## src/rtl/tlbelo_csr.sv

```systemverilog
// EntryLo CSR bank: per-channel TLB EntryLo registers written by CSR
// instructions and bulk-loaded by a TLBRD handshake with the TLB array.
module tlbelo_csr #(
  parameter  int PALEN   = 32,
  parameter  int NUM_ELO = 2,
  localparam int PPN_W   = PALEN - 12,
  localparam int SEL_W   = (NUM_ELO > 1) ? $clog2(NUM_ELO) : 1
) (
  input  logic                     clk,
  input  logic                     rst,
  input  logic                     csr_wr_en,
  input  logic [SEL_W-1:0]         csr_wr_sel,
  input  logic [31:0]              csr_wr_data,
  input  logic [31:0]              csr_wr_mask,
  input  logic [SEL_W-1:0]         csr_rd_sel,
  output logic [31:0]              csr_rd_data,
  input  logic                     tlbrd_req,
  input  logic                     tlbrd_abort,
  output logic                     tlbrd_busy,
  input  logic                     tlb_rsp_valid,
  input  logic                     tlb_rsp_e,
  input  logic [NUM_ELO*PPN_W-1:0] tlb_rsp_ppn,
  input  logic [NUM_ELO*6-1:0]     tlb_rsp_flags,
  input  logic                     tlb_rsp_g,
  output logic                     tlbrd_done,
  output logic [NUM_ELO*32-1:0]    elo_out
);

  // Writable bits: [6:0] flags/G and [PALEN-5:8] PPN; bit 7 and upper bits stay zero.
  localparam logic [63:0] PA_SPAN = (64'd1 << (PALEN - 4)) - 64'd1;
  localparam logic [31:0] WMASK   = PA_SPAN[31:0] & ~32'h0000_0080;

  typedef enum logic {
    IDLE = 1'b0,
    WAIT = 1'b1
  } state_t;

  state_t      state_q, state_d;
  logic        done_q, done_d;
  logic        accept;
  logic [31:0] elo_q [NUM_ELO];
  logic [31:0] elo_d [NUM_ELO];
  logic [31:0] rsp_word;

  always_comb begin
    state_d = state_q;
    accept  = 1'b0;
    case (state_q)
      IDLE: if (tlbrd_req) state_d = WAIT;
      WAIT: begin
        if (tlbrd_abort) begin
          state_d = IDLE;
        end else if (tlb_rsp_valid) begin
          state_d = IDLE;
          accept  = 1'b1;
        end
      end
      default: state_d = IDLE;
    endcase
    done_d = accept;
  end

  // An accepted response overrides a coincident CSR write on every channel.
  always_comb begin
    rsp_word = '0;
    for (int unsigned i = 0; i < NUM_ELO; i++) begin
      elo_d[i] = elo_q[i];
      if (csr_wr_en && (csr_wr_sel == SEL_W'(i))) begin
        elo_d[i] = ((elo_q[i] & ~csr_wr_mask) | (csr_wr_data & csr_wr_mask)) & WMASK;
      end
      if (accept) begin
        rsp_word          = '0;
        rsp_word[8 +: PPN_W] = tlb_rsp_ppn[i*PPN_W +: PPN_W];
        rsp_word[6]       = tlb_rsp_g;
        rsp_word[5:0]     = tlb_rsp_flags[i*6 +: 6];
        elo_d[i]          = tlb_rsp_e ? (rsp_word & WMASK) : '0;
      end
    end
  end

  always_ff @(posedge clk) begin
    if (rst) begin
      state_q <= IDLE;
      done_q  <= 1'b0;
      elo_q   <= '{default: '0};
    end else begin
      state_q <= state_d;
      done_q  <= done_d;
      elo_q   <= elo_d;
    end
  end

  always_comb begin
    csr_rd_data = '0;
    elo_out     = '0;
    for (int unsigned i = 0; i < NUM_ELO; i++) begin
      elo_out[i*32 +: 32] = elo_q[i];
      if (csr_rd_sel == SEL_W'(i)) csr_rd_data = elo_q[i];
    end
  end

  assign tlbrd_busy = (state_q == WAIT);
  assign tlbrd_done = done_q;

endmodule

```

## config.mk

```make
export PLATFORM = sky130hd
export DESIGN_NAME = tlbelo_csr
export DESIGN_NICKNAME = d
export VERILOG_FILES = /design/src/rtl/tlbelo_csr.sv
export SDC_FILE = /design/constraint.sdc
export NUM_CORES = 1
export LEC_CHECK = 0
export ABC_AREA = 0
export CAP_MARGIN = 0
export CORE_MARGIN = 4
export CORE_UTILIZATION = 25
export CTS_BUF_LIST = sky130_fd_sc_hd__clkbuf_8
export DETAILED_ROUTE_END_ITERATION = 10
export SLEW_MARGIN = 10
export SYNTH_ARGS = -nofsm -noshare
export SYNTH_HDL_FRONTEND = slang
export SYNTH_SLANG_ARGS = --single-unit
```

## constraint.sdc

```tcl
create_clock -name clk -period 2.37 [get_ports clk]
set_input_delay 0.5925 -clock clk [delete_from_list [all_inputs] [get_ports clk]]
set_output_delay 0.5925 -clock clk [all_outputs]
set_load 0.02 [all_outputs]
```

==> results of run 1 <==
## cell usage after synthesis, drive strengths merged
master   n  area, um^2
o21bai   1        7.51
nand3   27         135
conb     1        3.75
mux2i   55         551
a211oi  52         480
a21oi   54         270
buf     46         350
nand3b  28         210
dfxtp   56        1120
and2     1        6.26
clkbuf   8        31.3
nor2     3        11.3
mux2    27         304
## final cells by class
| cell class | count | area (um^2) | area share |
|---|---|---|---|
| multi-input cells | 263 | 2030 | 0.364 |
| repair buffers | 208 | 2110 | 0.378 |
| flip-flops and latches | 56 | 1120 | 0.201 |
| clock buffers | 7 | 96.3 | 0.0173 |
| well taps | 176 | 220 | 0.0395 |
## logic make-up (layout without fill, tap and decap cells)
| group | after synthesis | in the layout |
|---|---|---|
| AOI/OAI and AO/OA | 107 | 107 |
| and+or+nand+nor | 59 | 59 |
| buffers and inverters | 54 | 215 |
| muxes | 82 | 82 |
| other | 1 | 15 |
| DFF | 56 | 56 |
## worst max path at each step
stage | start | to | slack (ps) | cells after the start
after floorplan | csr_rd_sel | csr_rd_data[10] | 380 | 3
after global placement | csr_rd_sel | csr_rd_data[21] | -460 | 4
after detailed placement | csr_rd_sel | csr_rd_data[21] | -490 | 4
after CTS | csr_rd_sel | csr_rd_data[21] | 0.2 | 4
after global routing | csr_rd_sel | csr_rd_data[5] | 60 | 4
final | csr_rd_sel | csr_rd_data[21] | 110 | 4
## per-stage QoR
step,setup WS [ps],std cells,util
6_report,105,710,0.415
4_1_cts,0.246,709,0.413
3_5_place_dp,-485,701,0.407
3_3_place_gp,-457,701,0.407
2_1_floorplan,385,373,-
5_1_grt,59.4,710,0.415
## metal layers
layer	track usage	up-vias
li1	-	1662
met1	0.187	1621
met2	0.244	138
met3	0.0288	15
met4	0.0397	0
met5	0	-
## worst max-delay path, delay by kind of cell
family | cells | cell delay [ps]
muxes | 1 | 350
buffers and inverters | 3 | 720
## power breakdown
group	switching [mW]	internal, mW
Sequential	0.0446	0.997
Combinational	0.364	0.425
Clock	0.330	0.262
Total	0.739	1.68
## what timing repair did
action,4_1_cts,5_1_grt
cloned,1,1
pin swaps,0,0
setup buffers,0,0
endpoints found under the setup margin,27,5
gates resized for setup,31,2
==> run_results.csv, run 1 <==
group,metric,value,unit
clock_network,htreeDepth,2,
layout,mostFrequentLayoutCell,"clkdlybuf4s50_1",
sta,drv_slew,0,
grt,antenna_found_initial,0,
yosys,synth_cells,359,
yosys,ys_types,17,
detailed_routing,vias_per_cell,4.84,
floorplan,die_h,126,um
sta,clock_skew,4.22,ps
min_path,worstHoldStart,"tlbrd_busy$_SDFF_PP0_",
floorplan,core_region_area,13500,um^2
clock_network,clock_latency,320,ps
critical_path,required,1780,ps
detailed_routing,routed_wirelength,12.3,mm
floorplan,dieArea,15900,um^2
sta,slew_headroom,0.648,
critical_path,rr_worst_depth,4,
layout,nets,660,
yosys,ys_ff_latch,56,
yosys,avgSynthCellArea,9.70,um^2
clock_network,clockBufferDepth,2,
grt,grt_usage,0.144,
yosys,synthAdderAreaFrac,0,
yosys,yosysSeqAreaShare,0.322,
layout,syn_to_final_growth,60.3,%
detailed_routing,drc,0,
power_and_ir_drop,leakage,2.39,nW
critical_path,critPathMaxFanout,7,
detailed_routing,highest_layer,"met4",
floorplan,fp-row-count,42,
sta,period_share,0.955,
layout,drive_above_1_share,0.125,
sta,clock.fmax,442,MHz
min_path,hold_path_end,"tlbrd_busy$_SDFF_PP0_",
detailed_routing,wire_per_inst,17.3,um
grt,grt_pass1_vias,3541,
outcome,status,"finished clean",
yosys,syn_area,3480,um^2
sta,final-setup-viol-count,0,
critical_path,cp_slowest_stage_delay,350,ps
detailed_routing,dr.first_iter.drc_count,173,
layout,fillers,1347,
placement,hpwlAfterDp,8.40,mm
placement,gp_congestion,0.769,
clock_network,cts_root_buffer,"clkbuf_8",
clock_network,cts_hold_buffers,0,
sta,holdWs,565,ps
grt,grt_pass1_wl,19.0,mm
critical_path,start_kind,"input pin",
floorplan,ios,224,
sta,hold_violations,0,
yosys,synth_top_family_by_area,"multiplexers",
clock_network,cts_tree,"yes",
grt,grt_start_max_net_pins,69,
power_and_ir_drop,powerDensity,434,nW/um^2
sta,worstMarginPinSlew,527,ps
yosys,synth_xor_area_frac,0,
yosys,synth-simple-area-share,0.104,
clock_network,clock-sinks,56,
floorplan,die_width,126,um
detailed_routing,first_pass_iters,5,
power_and_ir_drop,finalPower,2.42,mW
critical_path,critical_path.cell_chain,"buf_2, buf_12, mux2_2, dlygate4sd2_1",
yosys,synth_compound_area_frac,0.218,
critical_path,reg2reg_slack,1060,ps
clock_network,clk_pin_slew,100,ps
sta,rsz0062_at_grt,"no",
layout,layout_common_cells,"clkdlybuf4s50_1, dfxtp_1, mux2i_1",
power_and_ir_drop,ir_worst_vdd,0.201,mV
sta,fin_tns_setup,0,ps
detailed_routing,wl_met2,5.88,mm
flow_run,maxCapViolCount,0,
yosys,synthMuxAreaShare,0.245,
detailed_routing,ant_nets,0,
detailed_routing,vias,3436,
placement,port_buffers,198,
min_path,hp-class,"flop to flop",
detailed_routing,wl_met3,724,um
critical_path,r2r_start,"tlbrd_busy$_SDFF_PP0_",
grt,overflow,0,
critical_path,cp-end-kind,"primary output",
detailed_routing,m1WireLength,5.45,mm
yosys,yosysWarnings,0,
clock_network,cts_inserted_buffers,5,
layout,antennaDiodeCount,0,
critical_path,cp.arrival,1670,ps
layout,final_area,5580,um^2
min_path,whs_path_depth,2,
critical_path,worst_path_max_delay_cell,"mux2_2",
floorplan,start_util,0.259,
sta,fin_crit,2260,ps
critical_path,critical_path_class,"input pin to primary output",
placement,placed_area,5470,um^2
Note: power is estimated with default switching activity, not from simulation.
==> run 2, diff against run 1 <==
--- a/config.mk
+++ b/config.mk
@@ -9,9 +9,9 @@
 export CAP_MARGIN = 0
 export CORE_MARGIN = 4
 export CORE_UTILIZATION = 25
-export CTS_BUF_LIST = sky130_fd_sc_hd__clkbuf_8
+export CTS_BUF_LIST = sky130_fd_sc_hd__clkbuf_4
 export DETAILED_ROUTE_END_ITERATION = 10
-export SLEW_MARGIN = 10
+export SLEW_MARGIN = 20
 export SYNTH_ARGS = -nofsm -noshare
 export SYNTH_HDL_FRONTEND = slang
 export SYNTH_SLANG_ARGS = --single-unit
==> run 2 against run 1 <==
Net effect:
- hold slack improved by 9.3 ps
- total power fell by 7.3%
- first-iteration DRC count fell by 31%
- register-to-register slack barely moved
- non-clock buffer count did not move
- largest cell class unchanged
- design area fell by 0.87%
- die area did not move
==> run_results.csv, run 2 (synthesis results as in run 1) <==
group,metric,value,unit
power_and_ir_drop,powerDensity,406,nW/um^2
sta,hold_violations,0,
floorplan,die_h,126,um
power_and_ir_drop,leakage,2.37,nW
power_and_ir_drop,finalPower,2.25,mW
critical_path,required,1780,ps
floorplan,core_region_area,13500,um^2
critical_path,critical_path_class,"input pin to primary output",
critical_path,cp-end-kind,"primary output",
sta,clock.fmax,443,MHz
layout,nets,660,
sta,clock_skew,15.1,ps
flow_run,maxCapViolCount,0,
placement,port_buffers,198,
floorplan,fp-row-count,42,
detailed_routing,vias,3457,
floorplan,die_width,126,um
layout,layout_common_cells,"clkdlybuf4s50_1, dfxtp_1, mux2i_1",
layout,mostFrequentLayoutCell,"clkdlybuf4s50_1",
clock_network,cts_hold_buffers,0,
placement,placed_area,5470,um^2
placement,hpwlAfterDp,8.40,mm
layout,final_area,5530,um^2
clock_network,clk_pin_slew,150,ps
sta,worstMarginPinSlew,529,ps
grt,grt_usage,0.143,
sta,period_share,0.953,
outcome,status,"finished clean",
placement,gp_congestion,0.769,
sta,fin_tns_setup,0,ps
clock_network,cts_setup_buffers,0,
sta,rsz0062_at_grt,"no",
detailed_routing,dr.first_iter.drc_count,119,
clock_network,cts_tree,"yes",
clock_network,clock_latency,390,ps
power_and_ir_drop,ir_worst_vdd,0.202,mV
critical_path,start_kind,"input pin",
floorplan,ios,224,
sta,final-setup-viol-count,0,
floorplan,start_util,0.259,
clock_network,cts_inserted_buffers,5,
sta,slew_headroom,0.648,
placement,dp.cells,701,
detailed_routing,wire_per_inst,17.2,um
clock_network,clockBufferDepth,2,
clock_network,clock-sinks,56,
detailed_routing,ant_nets,0,
detailed_routing,drc,0,
layout,syn_to_final_growth,58.9,%
layout,fillers,1354,
detailed_routing,routed_wirelength,12.2,mm
floorplan,dieArea,15900,um^2
layout,final_cells,711,
clock_network,htreeDepth,2,
clock_network,cts_root_buffer,"clkbuf_4",
critical_path,cp.arrival,1670,ps
critical_path,critPathMaxFanout,7,
grt,overflow,0,
grt,grt_pass1_vias,3561,
grt,grt_start_max_net_pins,69,
grt,antenna_found_initial,1,
layout,drive_above_1_share,0.122,
grt,grt_pass1_wl,18.9,mm
detailed_routing,first_pass_iters,5,
sta,holdWs,574,ps
sta,drv_slew,0,
min_path,hp-class,"flop to flop",
detailed_routing,vias_per_cell,4.86,
sta,fin_crit,2260,ps
run 2: through the flow:
step / setup WS [ps] / utilization
after floorplan: 385 / -
after global placement: -457 / 0.407
after detailed placement: -485 / 0.407
after CTS: 0.246 / 0.410
after global routing: 59.4 / 0.411
final: 111 / 0.411
run 2: final timing paths:
kind / to / depth (start not counted) / slack [ps] / startpoint
setup reg to reg: flop / 4 / 1070 / tlbrd_busy$_SDFF_PP0_
hold / removal: tlbrd_busy$_SDFF_PP0_ / 2 / 570 / tlbrd_busy$_SDFF_PP0_
hold reg to reg: tlbrd_busy$_SDFF_PP0_ / 2 / 570 / tlbrd_busy$_SDFF_PP0_
setup / recovery: csr_rd_data[21] / 4 / 110 / csr_rd_sel
run 2: power by group:
| part | leakage, nW | switching (mW) | internal, mW |
|---|---|---|---|
| Combinational | 1.89 | 0.364 | 0.425 |
| Sequential | 0.458 | 0.0445 | 0.998 |
| Clock | 0.0261 | 0.308 | 0.105 |
run 2: final cells by class:
type | instances | area, um^2 | area share
timing repair buffer | 208 | 2110 | 0.382
multi-input combinational | 263 | 2030 | 0.367
antenna | 1 | 2.50 | 0.000452
clock inverter | 2 | 7.51 | 0.00136
clock buffer | 5 | 37.5 | 0.00679
tap | 176 | 220 | 0.0398
sequential | 56 | 1120 | 0.203
run 2: per-layer routing:
metal	vias to the layer above	GRT usage	share of wire
li1	1671	-	-
met1	1637	0.184	0.43
met2	136	0.246	0.49
met3	13	0.0279	0.062
met4	0	0.0397	0.016
met5	-	0	0
run 2: what timing repair did:
item	in CTS	in global routing
resized for setup	31	2
gates cloned	1	1
endpoints found under the setup margin	27	5
pin swaps	0	0
run 2: worst max-delay path, stage by stage:
cell and delay [ps]:
buf_2 210, buf_12 190, mux2_2 350, dlygate4sd2_1 330
